===== src/rtl/axis_frame_gen_pkg.sv =====
// Shared types and default widths for the AXI-stream frame generator.
package axis_frame_gen_pkg;

    localparam int DATA_WIDTH_DEF = 8;
    localparam int LEN_WIDTH_DEF  = 16;

    typedef enum logic [1:0] {
        IDLE = 2'd0,
        SEND = 2'd1,
        GAP  = 2'd2
    } state_e;

endpackage : axis_frame_gen_pkg


===== src/rtl/axis_frame_gen.sv =====
// AXI-stream frame generator: emits num_frames frames of frame_len beats with an
// incrementing data pattern, gap_cycles idle cycles between frames, and a graceful stop.
// Optional build macro AXIS_FRAME_GEN_ERR_INJ_EN: mark the tlast beat of frame err_frame
// with tuser=1. Without it tuser is constant 0 and err_frame is ignored.
module axis_frame_gen
    import axis_frame_gen_pkg::*;
#(
    parameter int DATA_WIDTH = DATA_WIDTH_DEF,
    parameter int LEN_WIDTH  = LEN_WIDTH_DEF
) (
    input  logic                  clk,
    input  logic                  async_rst_n,
    input  logic                  start,
    input  logic                  stop,
    input  logic [LEN_WIDTH-1:0]  frame_len,
    input  logic [LEN_WIDTH-1:0]  num_frames,
    input  logic [LEN_WIDTH-1:0]  gap_cycles,
    input  logic [DATA_WIDTH-1:0] seed,
    input  logic [LEN_WIDTH-1:0]  err_frame,
    output logic [DATA_WIDTH-1:0] output_axis_tdata,
    output logic                  output_axis_tvalid,
    input  logic                  output_axis_tready,
    output logic                  output_axis_tlast,
    output logic                  output_axis_tuser,
    output logic                  busy,
    output logic                  done,
    output logic [LEN_WIDTH-1:0]  frames_sent
);

    localparam logic [LEN_WIDTH-1:0]  LEN_ONE  = LEN_WIDTH'(1);
    localparam logic [DATA_WIDTH-1:0] DATA_ONE = DATA_WIDTH'(1);

    state_e                state_q, state_d;
    logic [LEN_WIDTH-1:0]  beat_q, beat_d;
    logic [LEN_WIDTH-1:0]  gap_q, gap_d;
    logic [LEN_WIDTH-1:0]  frames_sent_q, frames_sent_d;
    logic [LEN_WIDTH-1:0]  len_q, len_d;
    logic [LEN_WIDTH-1:0]  num_q, num_d;
    logic [LEN_WIDTH-1:0]  gap_len_q, gap_len_d;
    logic [DATA_WIDTH-1:0] pattern_q, pattern_d;
    logic                  stop_pend_q, stop_pend_d;
    logic                  tvalid_q, tvalid_d;
    logic                  tlast_q, tlast_d;
    logic                  tuser_q, tuser_d;
    logic                  busy_q, busy_d;
    logic                  done_q, done_d;

    logic                  handshake;
    logic                  end_run;
    logic [LEN_WIDTH-1:0]  frames_inc;

`ifdef AXIS_FRAME_GEN_ERR_INJ_EN
    logic [LEN_WIDTH-1:0]  err_q, err_d;
`else
    logic                  unused_err;
    assign unused_err = ^err_frame;
`endif

    assign handshake  = tvalid_q & output_axis_tready;
    assign frames_inc = frames_sent_q + LEN_ONE;

    // State register: FSM, counters, latched config and registered outputs.
    // NOTE: sequential state uses non-blocking (<=) so every register samples pre-edge values.
    always_ff @(posedge clk or negedge async_rst_n) begin
        if (!async_rst_n) begin
            state_q       <= IDLE;
            beat_q        <= '0;
            gap_q         <= '0;
            frames_sent_q <= '0;
            len_q         <= '0;
            num_q         <= '0;
            gap_len_q     <= '0;
            pattern_q     <= '0;
            stop_pend_q   <= 1'b0;
            tvalid_q      <= 1'b0;
            tlast_q       <= 1'b0;
            tuser_q       <= 1'b0;
            busy_q        <= 1'b0;
            done_q        <= 1'b0;
`ifdef AXIS_FRAME_GEN_ERR_INJ_EN
            err_q         <= '0;
`endif
        end else begin
            state_q       <= state_d;
            beat_q        <= beat_d;
            gap_q         <= gap_d;
            frames_sent_q <= frames_sent_d;
            len_q         <= len_d;
            num_q         <= num_d;
            gap_len_q     <= gap_len_d;
            pattern_q     <= pattern_d;
            stop_pend_q   <= stop_pend_d;
            tvalid_q      <= tvalid_d;
            tlast_q       <= tlast_d;
            tuser_q       <= tuser_d;
            busy_q        <= busy_d;
            done_q        <= done_d;
`ifdef AXIS_FRAME_GEN_ERR_INJ_EN
            err_q         <= err_d;
`endif
        end
    end

    // Next-state logic: run control, beat/gap/frame counters and next output values.
    always_comb begin
        // NOTE: every target gets a default first so no path can infer a latch.
        state_d       = state_q;
        beat_d        = beat_q;
        gap_d         = gap_q;
        frames_sent_d = frames_sent_q;
        len_d         = len_q;
        num_d         = num_q;
        gap_len_d     = gap_len_q;
        pattern_d     = pattern_q;
        stop_pend_d   = stop_pend_q;
        tvalid_d      = tvalid_q;
        busy_d        = busy_q;
        done_d        = 1'b0;
        end_run       = 1'b0;
`ifdef AXIS_FRAME_GEN_ERR_INJ_EN
        err_d         = err_q;
`endif

        case (state_q)
            IDLE: begin
                if (start) begin
                    frames_sent_d = '0;
                    if ((frame_len == '0) || (num_frames == '0)) begin
                        done_d = 1'b1;
                    end else begin
                        len_d       = frame_len;
                        num_d       = num_frames;
                        gap_len_d   = gap_cycles;
                        pattern_d   = seed;
                        beat_d      = '0;
                        stop_pend_d = 1'b0;
                        busy_d      = 1'b1;
                        tvalid_d    = 1'b1;
                        state_d     = SEND;
`ifdef AXIS_FRAME_GEN_ERR_INJ_EN
                        err_d       = err_frame;
`endif
                    end
                end
            end

            SEND: begin
                stop_pend_d = stop_pend_q | stop;
                if (handshake) begin
                    pattern_d = pattern_q + DATA_ONE;
                    if (tlast_q) begin
                        frames_sent_d = frames_inc;
                        beat_d        = '0;
                        // A stop arriving with the last beat still only ends the run here.
                        if ((frames_inc == num_q) || stop_pend_q || stop) begin
                            end_run = 1'b1;
                        end else if (gap_len_q != '0) begin
                            state_d  = GAP;
                            gap_d    = '0;
                            tvalid_d = 1'b0;
                        end
                    end else begin
                        beat_d = beat_q + LEN_ONE;
                    end
                end
            end

            GAP: begin
                stop_pend_d = stop_pend_q | stop;
                if (gap_q == (gap_len_q - LEN_ONE)) begin
                    if (stop_pend_q || stop) begin
                        end_run = 1'b1;
                    end else begin
                        state_d  = SEND;
                        tvalid_d = 1'b1;
                    end
                end else begin
                    gap_d = gap_q + LEN_ONE;
                end
            end

            default: begin
                state_d  = IDLE;
                tvalid_d = 1'b0;
                busy_d   = 1'b0;
            end
        endcase

        if (end_run) begin
            state_d     = IDLE;
            tvalid_d    = 1'b0;
            busy_d      = 1'b0;
            done_d      = 1'b1;
            stop_pend_d = 1'b0;
        end

        // Sidebands derive from the next beat, so they stay stable through a stall.
        tlast_d = tvalid_d && (beat_d == (len_d - LEN_ONE));
`ifdef AXIS_FRAME_GEN_ERR_INJ_EN
        tuser_d = tlast_d && (frames_sent_d == err_d);
`else
        tuser_d = 1'b0;
`endif
    end

    assign output_axis_tdata  = pattern_q;
    assign output_axis_tvalid = tvalid_q;
    assign output_axis_tlast  = tlast_q;
    assign output_axis_tuser  = tuser_q;
    assign busy               = busy_q;
    assign done               = done_q;
    assign frames_sent        = frames_sent_q;

endmodule : axis_frame_gen


===== config.mk =====
export PLATFORM = sky130hd
export DESIGN_NAME = axis_frame_gen
export DESIGN_NICKNAME = d
export VERILOG_FILES = /design/src/rtl/axis_frame_gen_pkg.sv /design/src/rtl/axis_frame_gen.sv
export SDC_FILE = /design/constraint.sdc
export NUM_CORES = 1
export LEC_CHECK = 0
export ABC_AREA = 1
export CAP_MARGIN = 20
export CELL_PAD_IN_SITES_DETAIL_PLACEMENT = 0
export CELL_PAD_IN_SITES_GLOBAL_PLACEMENT = 1
export CORE_MARGIN = 2
export CORE_UTILIZATION = 27
export CTS_CLUSTER_SIZE = 8
export DETAILED_ROUTE_END_ITERATION = 8
export GPL_TIMING_DRIVEN = 1
export PLACE_DENSITY_LB_ADDON = 0.1
export SLEW_MARGIN = 25
export SYNTH_ARGS = -nofsm -noshare
export SYNTH_HDL_FRONTEND = slang
export SYNTH_SLANG_ARGS = --single-unit

===== constraint.sdc =====
create_clock -name clk -period 2.2 [get_ports clk]
set_clock_uncertainty 0.05 [all_clocks]
set_input_delay 0.44 -clock clk [delete_from_list [all_inputs] [get_ports clk]]
set_output_delay 0.44 -clock clk [all_outputs]
set_load 0.05 [all_outputs]

==> results of run 1 <==
==> routing by layer <==
metal	vias up	GRT usage (%)	wire length [um]
li1	4273	-	-
met1	3840	22.7	11800
met2	100	32.4	12900
met3	17	2.75	712
met4	0	4.31	300
met5	-	0	0
==> timing repair <==
item	CTS	global route
hold endpoints to repair	4	0
buffers inserted	33	19
cloned	3	3
pin swaps	65	84
resized for setup	195	141
endpoints found under the setup margin	53	33
hold buffers	1	0
==> layout by cell type (no fill, tap or decap), drive strengths merged, types with 2 or more instances in the layout <==
cell           synthesis  final
o21bai                 2      2
dlygate4sd2            0     16
nand2                397    397
o22ai                 13     13
nand3                 99     99
bufinv                 0      2
clkbuf                11     28
xnor2                 16     16
dfrtp                111    111
a21oi                  4      4
o211ai                 6      6
ha                    11     11
clkdlybuf4s50          0     43
or2                    3      3
nor4                   3      3
o31ai                  8      8
clkdlybuf4s15          0     12
inv                  165    167
nor3                  17     17
xor2                  29     29
nand4                 24     24
buf                   12    266
clkinvlp               0      2
nor2                 122    122
o21ai                 71     71
nand3b                 3      3
==> through the flow <==
stage          worst slack, ns  TNS, ns  power [uW]  cell area, sq um
2_1_floorplan          -0.0445   -0.216        7280              7690
3_3_place_gp            -0.922   -23.18       10600             10700
3_5_place_dp            -0.938   -25.34       10500             10700
4_1_cts                 -0.269    -4.53       13600             11700
5_1_grt                 -0.393    -7.22       15400             12300
6_report                -0.215    -3.34       14200             12300
==> worst max-delay path, cell delays in order (launching register included) <==
cell     delay [ns]
dfrtp_1        0.39
inv_2          0.08
buf_6          0.10
ha_4           0.20
nand4_4        0.22
nand2_2        0.15
nand2_4        0.07
ha_4           0.18
buf_4          0.14
nand3_2        0.07
nand2_1        0.05
nand2_1        0.05
nand2_1        0.05
nor2_1         0.08
nand3_1        0.09
nor2_1         0.14
nand3_2        0.09
nor3_2         0.14
==> power by group through the flow <==
stage | registers (uW) | clock network [uW] | logic (uW)
CTS | 3130 | 1990 | 8480
global route | 3250 | 2040 | 10100
detailed placement | 3150 | 0 | 7390
floorplan | 3480 | 0 | 3800
global placement | 3160 | 0 | 7400
finish | 3150 | 1910 | 9110
==> final cells by class <==
class                      count  area, sq um
tap                          378          473
timing repair inverter         3         30.0
multi-input combinational    835         4960
clock inverter                 4         77.6
inverter                     165          646
clock buffer                  12          246
sequential                   111         2800
timing repair buffer         355         3050
fill                        2943        15500
==> sequential cells by signal, summed over array words and instances (netlist names) <==
name                cells
beat_q                 16
busy                    1
done                    1
frames_sent            16
gap_len_q              16
gap_q                  16
len_q                  16
num_q                  16
output_axis_tdata       8
output_axis_tlast       1
output_axis_tvalid      1
state_q                 2
stop_pend_q             1
==> cell families (layout without fill, tap and decap cells) <==
group,Yosys count,count (layout),share of synthesized area (%)
compound gates,109,109,8.59
other cells,1,1,0.0491
buf+inv,188,539,9.89
xor+xnor,45,45,5.17
fa+ha+maj,11,11,1.80
simple gates,669,669,38.1
flops,111,111,36.4
==> path summary, 6_finish.rpt <==
path / end / from / depth (start not counted) / slack [ns]
min: num_q[7]$_DFFE_PN0P_ / num_frames[7] / 4 / 0.35
max in group asynchronous: output_axis_tdata[1]$_DFFE_PN0P_ / async_rst_n / 3 / 1.02
max: output_axis_tlast$_DFF_PN0_ / state_q[1]$_DFFE_PN0P_ / 17 / -0.22
max reg2reg: output_axis_tlast$_DFF_PN0_ / state_q[1]$_DFFE_PN0P_ / 17 / -0.22
min in group asynchronous: num_q[12]$_DFFE_PN0P_ / async_rst_n / 2 / 0.52
min reg2reg: len_q[7]$_DFF_PN0_ / len_q[7]$_DFF_PN0_ / 2 / 0.44
==> impl_metrics.toml, run 1 <==
[sta]
max_slew_margin_pct = 59.7
post-route-min-period_ns = 2.42
finalHoldViolCount = 0
rsz0062_at_grt = "yes"
max_freq_mhz = 414
fin_crit_sh_pct = 110
fin_ws_ns = -0.215
slew_viol_final = 0
whs_ns = 0.346
worst_pin_slew_ns = 0.604
setup_violations = 23

[finish]
drive_gt1_share_pct = 35.6
syn2layout_area_growth_pct = 61.0
nNetsFinal = 1568
final_util_pct = 44.2
fin_cells = 1863
num_antenna_cells = 0

[critical_path]
arrival_ns = 2.66
worstPathMaxFanout = 7
critPathKind = "flip-flop to flip-flop"
end_kind = "flip-flop"
start_kind = "flip-flop"
cp.required_ns = 2.44

[pwr]
p_sw_uw = 6330
vdd_drop_max_mv = 0.475
power.leakage_uw = 0.00594
switching_share_pct = 44.7
power_density_nw_per_um2 = 1150
p_clk_share_pct = 13.5
combPwrFrac_pct = 64.3
p_seq_share_pct = 22.2
intPower_uw = 7840

[synthesis]
syn_area_per_cell_sq_um = 6.73
yosysMostFrequentCell = "nand2_1"
yosys.area.top_type = "dfrtp_1"
ys_seq_area_share_pct = 36.4
syn-cell-area_sq_um = 7630
synth_nets = 1222
synth_top_area_share_pct = 36.4
synth_area_leaders = "dfrtp_1 36%, nand2_1 19%, inv_1 7.8%"
synth_edf_count = 0
synth_common_cells = "381 x nand2_1, 158 x inv_1, 111 x dfrtp_1"
ys_warn_count = 0
synthCells = 1134
async_flop_share_pct = 100
synthFlopType = "dfrtp_1"
synth_cell_types = 43
ys_ff_latch = 111

[global_route]
grt_first_pass_wirelength_mm = 41.9
grt_max_degree = 46
track_usage_pct = 18.0
gr-total-overflow = 0
first_global_vias = 8243
antenna_found_initial = 0

[routing]
wl_per_cell_um = 13.8
post_drt_via_cell_ratio = 4.42
drc = 0
drt-pass1-iter-count = 4
drt_iter0_markers = 369
antenna_left = 0
routed_wl_mm = 25.7
num_vias = 8230

[floorplanning]
dieWidth_um = 172
floorplan.initialDensity_pct = 27.5
ios = 106
core_sq_um = 27800
dieHeight_um = 172
design.die.area_sq_um = 29600
rows = 61

[clock_network]
clockRootBuffer = "clkbuf_16"
clock-sinks = 111
cts_tree = "yes"
cts.clk_slew.worst_paths_ns = 0.08
tritoncts.num_buffers = 9
clock_latency_ns = 0.38
htree_levels = 3
clockBufferDepth = 2

[placement]
hpwl_mm = 19.5
dp.cells = 1799
globalplace.congestion = 0.800
io_buffers = 88

[outcome]
violations = "negative setup slack"
outcome = "finished with violations"

[flow_run]
drv_cap = 0

[worst_hold_path]
holdCritPathClass = "input pin to flip-flop"
Note: power is estimated with default switching activity, not from simulation.
==> run 2: changes to the inputs <==
Settings changed: ABC_AREA 1 to not set, GPL_ROUTABILITY_DRIVEN set to 1.
Clock period 2.2 ns to 3.1 ns, I/O delays scaled along.
==> impl_metrics.toml, run 2 <==
[finish]
num_antenna_cells = 0
nNetsFinal = 1101
finish.instance_area_sq_um = 10300
fillers = 2600
syn2layout_area_growth_pct = 44.3
layout_commonest_cell = "buf_4"
layout_common_cells = "161 x buf_4, 106 x dfrtp_1, 69 x nand2_1, 57 x clkdlybuf4s50_1, 54 x xnor2_1"
drive_gt1_share_pct = 30.5
regArea_sq_um = 2780
multi_input_area_sq_um = 4550
fin_cells = 1353

[synthesis]
synth_edf_count = 0
async_flop_share_pct = 100
ys_ff_latch = 111
synth_xor_area_share_pct = 9.65
syn_area_per_cell_sq_um = 9.18
yosys.area.top_type = "dfrtp_1"
synth_top_family_by_area = "simple AND/OR/NAND/NOR gates"
ys_seq_area_share_pct = 38.7
synth_mux_area_share_pct = 10.1
synth_compound_area_share_pct = 13.7
syn-cell-area_sq_um = 7170
yosys.area_share.simple_pct = 22.1
synth_top_area_share_pct = 38.7
synth_nets = 869
synthCells = 781
yosysMostFrequentCell = "dfrtp_1"
synth_common_cells = "111 x dfrtp_1, 69 x nand2_1, 54 x xnor2_1"
synthFlopType = "dfrtp_1"
synth_fa_ha_area_share_pct = 1.92
synth_area_leaders = "dfrtp_1 39%, mux2_2 6.8%, xnor2_1 6.6%"
ys_warn_count = 0
synth_cell_types = 64

[routing]
post_drt_via_cell_ratio = 5.00
num_vias = 6762
wl_per_cell_um = 16.7
routed_wl_mm = 22.6
antenna_left = 0
drt_iter0_markers = 445
drc = 0
drt-pass1-iter-count = 5

[clock_network]
clockRootBuffer = "clkbuf_16"
cts_hold_buf = 0
tritoncts.num_buffers = 9
clock-sinks = 111
cts.clk_slew.worst_paths_ns = 0.07
htree_levels = 3
clockBufferDepth = 2
clock_latency_ns = 0.36
cts_tree = "yes"

[global_route]
first_global_vias = 6850
gr-total-overflow = 0
grt_max_degree = 56
antenna_found_initial = 0
track_usage_pct = 15.9
grt_first_pass_wirelength_mm = 36.1

[sta]
finalHoldViolCount = 0
fin_ws_ns = -0.795
slew_viol_final = 0
rsz0062_at_grt = "yes"
max_freq_mhz = 257
setup_violations = 1
max_slew_margin_pct = 59.2
worst_pin_slew_ns = 0.612
post-route-min-period_ns = 3.89
fin_crit_sh_pct = 126

[floorplanning]
core_sq_um = 26100
design.die.area_sq_um = 27900
rows = 59
floorplan.initialDensity_pct = 27.5
ios = 106
dieWidth_um = 167
dieHeight_um = 167

[critical_path]
arrival_ns = 4.10
end_kind = "flip-flop"
worstPathMaxFanout = 4
cp.required_ns = 3.31
critPathKind = "input pin to flip-flop"
start_kind = "input pin"

[pwr]
vdd_drop_max_mv = 0.301
power.leakage_uw = 0.00442
fin_total_pwr_uw = 7860
power_density_nw_per_um2 = 759

[placement]
dp.cells = 1312
placed_cell_area_sq_um = 9490
globalplace.congestion = 0.831
hpwl_mm = 17.0
io_buffers = 88

[flow_run]
drv_cap = 0

[outcome]
violations = "negative setup slack"
outcome = "finished with violations"

[worst_hold_path]
holdCritPathClass = "input pin to asynchronous set/reset pin"
run 2: cell count changes after synthesis, moves of 15 or more:
cell      previous run  this run
nand2_1            381        69
nor2_1             104        52
clkbuf_1            11        26
nand2_2             16         0
inv_1              158        28
mux2_2               0        43
nor4_1               3        22
mux2i_1              0        24
a21oi_1              4        25
xnor2_1             16        54
and3_1               0        15
nand3_1             94        32
run 2: final cells by class:
type	instances	area share, %
Clock buffer	12	2.38
Sequential cell	111	26.9
Clock inverter	4	0.532
Timing Repair Buffer	259	21.2
Multi-Input combinational cell	604	43.9
Inverter	28	1.02
Tap cell	335	4.05
run 2: worst paths after layout:
| kind | startpoint | to | slack, ns | cells after the start |
|---|---|---|---|---|
| hold reg to reg | len_q[15]$_DFF_PN0_ | len_q[15]$_DFF_PN0_ | 0.48 | 1 |
| setup / recovery | frame_len[12] | output_axis_tlast$_DFF_PN0_ | -0.79 | 16 |
| setup reg to reg | state_q[0]$_DFFE_PN0P_ | output_axis_tlast$_DFF_PN0_ | -0.58 | 18 |
| hold / removal | async_rst_n | frames_sent[0]$_DFFE_PN0P_ | 0.15 | 1 |
| max in group asynchronous | async_rst_n | frames_sent[4]$_DFFE_PN0P_ | 2.05 | 2 |
| min in group clk | len_q[15]$_DFF_PN0_ | len_q[15]$_DFF_PN0_ | 0.48 | 1 |
run 2: logic make-up (layout without fill, tap and decap cells):
logic type | after synthesis | after routing
fa+ha+maj | 11 | 11
compound gates | 152 | 152
buf+inv | 66 | 303
simple gates | 294 | 294
xor+xnor | 79 | 79
flops | 111 | 111
mux | 67 | 67
other cells | 1 | 1
run 2: power breakdown:
group	switching (uW)	internal [uW]	total (uW)
Clock	576	657	1230
Sequential	427	1880	2300
Combinational	2230	2090	4320
run 2: critical path: stages:
cell and delay [ns]:
buf_6 0.09, or3_4 0.38, or3_4 0.38, o21ai_4 0.24, mux2i_2 0.28, ha_2 0.22, nor3b_4 0.19, buf_4 0.14
buf_4 0.11, xor2_1 0.13, nand2_1 0.08, o21ai_2 0.08, xor2_1 0.09, or4_4 0.51, or4_4 0.44, nor4_4 0.13
run 2: metrics by stage:
stage / setup slack, ns / hold WS (ns) / setup TNS [ns] / util, %
after global routing: -0.931 / 0.171 / -1.13 / 39.7
after global placement: -1.44 / 0.448 / -15.39 / 36.4
after floorplan: -1.50 / 0.274 / -1.50 / -
after detailed placement: -1.70 / 0.443 / -16.76 / 36.4
final: -0.795 / 0.148 / -0.795 / 39.7
after CTS: -1.11 / 0.156 / -1.11 / 38.2
run 2: metal layers:
| layer | GRT usage (%) | vias up | part of all wire [%] |
|---|---|---|---|
| li1 | - | 3320 | - |
| met1 | 22.0 | 3297 | 48 |
| met2 | 26.0 | 130 | 47 |
| met3 | 2.38 | 15 | 3.5 |
| met4 | 4.01 | 0 | 1.4 |
| met5 | 0 | - | 0 |
run 2: what timing repair did:
item	CTS	global route
setup buffers	11	13
setup endpoints to repair	21	32
pin swaps	17	49
cloned	0	2
gates resized for setup	69	83
==> run 3: changes to the inputs <==
Settings changed: ABC_AREA set to 1.
==> impl_metrics.toml, run 3 (synthesis gave the netlist of run 1 again) <==
[critical_path]
start_kind = "input pin"
arrival_ns = 3.14
end_kind = "flip-flop"
worstPathMaxFanout = 6
critPathKind = "input pin to flip-flop"
crit_start = "frame_len[12]"
cp.required_ns = 3.33
worstReg2RegStart = "state_q[1]$_DFFE_PN0P_"

[floorplanning]
design.die.area_sq_um = 29600
rows = 61
dieHeight_um = 172
ios = 106
core_sq_um = 27800
floorplan.initialDensity_pct = 27.5
dieWidth_um = 172

[sta]
tns_ns = 0
max_slew_margin_pct = 53.0
slew_viol_final = 0
finalHoldViolCount = 0
post-route-min-period_ns = 2.92
whs_ns = 0.139
worst_pin_slew_ns = 0.706
fin_crit_sh_pct = 94.1
setup_violations = 0
fin_ws_ns = 0.183
max_freq_mhz = 343

[clock_network]
tritoncts.num_buffers = 9
cts.clk_slew.worst_paths_ns = 0.09
cts_tree = "yes"
cts_hold_buf = 0
clockBufferDepth = 2
clockRootBuffer = "clkbuf_16"
clock-sinks = 111
clock_latency_ns = 0.37
htree_levels = 3

[global_route]
gr-total-overflow = 0
grt_first_pass_wirelength_mm = 37.6
first_global_vias = 7265
track_usage_pct = 16.2
antenna_found_initial = 1
grt_max_degree = 58

[finish]
layout_commonest_cell = "nand2_1"
final_util_pct = 36.0
regArea_sq_um = 2780
nNetsFinal = 1391
drive_gt1_share_pct = 14.7
multi_input_area_sq_um = 4200
fillers = 3087
layout_common_cells = "374 x nand2_1, 158 x inv_1, 111 x dfrtp_1, 95 x nor2_1, 92 x nand3_1"
syn2layout_area_growth_pct = 31.1
finish.instance_area_sq_um = 10000

[routing]
num_vias = 7314
routed_wl_mm = 23.1
antenna_left = 0
drt-pass1-iter-count = 4
post_drt_via_cell_ratio = 4.33
wl_per_cell_um = 13.7
drt_iter0_markers = 426
drc = 0

[pwr]
vdd_drop_max_mv = 0.319
power_density_nw_per_um2 = 797
power.leakage_uw = 0.00476

[flow_run]
drv_cap = 0

[placement]
placed_cell_area_sq_um = 9590
globalplace.congestion = 0.787
pre_cts_ws_ns = -0.304
hpwl_mm = 18.0
io_buffers = 88

[worst_hold_path]
holdCritPathClass = "input pin to asynchronous set/reset pin"

[outcome]
outcome = "finished clean"
[run 3: cell types whose count changed in the layout (fill, tap and decap cells not counted), sizes merged, moves of 15 or more]
cell           change
buf               -81
mux2i             -24
clkdlybuf4s50     +30
inv              +138
nand2            +328
a21oi             -21
mux2              -43
nor2              +70
and3              -15
xnor2             -38
o21ai             +22
nand3             +67
nor4              -21
[run 3: worst paths after layout]
kind / cells past startpoint / slack, ns / to
setup / recovery: 20 / 0.18 / output_axis_tlast$_DFF_PN0_
hold / removal: 1 / 0.14 / frames_sent[8]$_DFFE_PN0P_
setup reg to reg: 17 / 0.39 / output_axis_tlast$_DFF_PN0_
hold reg to reg: 2 / 0.45 / stop_pend_q$_DFFE_PN0P_
max in group asynchronous: 2 / 2.12 / output_axis_tdata[1]$_DFFE_PN0P_
min in group clk: 2 / 0.45 / stop_pend_q$_DFFE_PN0P_
[run 3: repair_timing]
action,CTS,global route
resized for setup,0,27
hold endpoints to repair,0,0
setup endpoints to repair,0,1
buffers inserted,0,1
[run 3: per-layer routing]
| metal | vias up | part of all wire, % | track usage, % |
|---|---|---|---|
| met3 | 12 | 3.0 | 2.56 |
| li1 | 3914 | - | - |
| met1 | 3309 | 48 | 20.9 |
| met5 | - | 0 | 0 |
| met2 | 79 | 48 | 28.5 |
| met4 | 0 | 1.3 | 3.76 |
[run 3: stage by stage]
step,power [uW],instances
after floorplan,5130,1134
after global placement,6720,1669
after detailed placement,6730,1669
after CTS,8040,1685
after global routing,8780,1686
final,7970,1688
[run 3: power by group]
| part | switching [uW] | internal [uW] | leakage, uW |
|---|---|---|---|
| logic | 2730 | 1740 | 0.00318 |
| clock network | 620 | 640 | 0.000145 |
| registers | 350 | 1900 | 0.00143 |
[run 3: worst max-delay path, cell delays in order]
cell and delay [ns]:
clkdlybuf4s50_1 0.48, nor2_1 0.05, nand2_1 0.09, nor2_2 0.06, nand2_2 0.16, nand3_4 0.11, nor2_4 0.22, nand2_2 0.10
nand2_2 0.10, ha_4 0.16, nand2_1 0.09, nor2_4 0.20, nand2_1 0.09, nand2_2 0.08, nand2_1 0.05, nand2_1 0.06
nand2_1 0.05, nor2_1 0.09, nand3_1 0.10, nor3_2 0.18
[run 3: cell type report]
cell class	count	area share (%)
Clock inverter	5	0.650
Clock buffer	11	2.33
Antenna cell	2	0.0500
Tap cell	378	4.73
Sequential cell	111	27.8
Inverter	165	6.22
Multi-Input combinational cell	835	42.0
Timing Repair Buffer	181	16.3
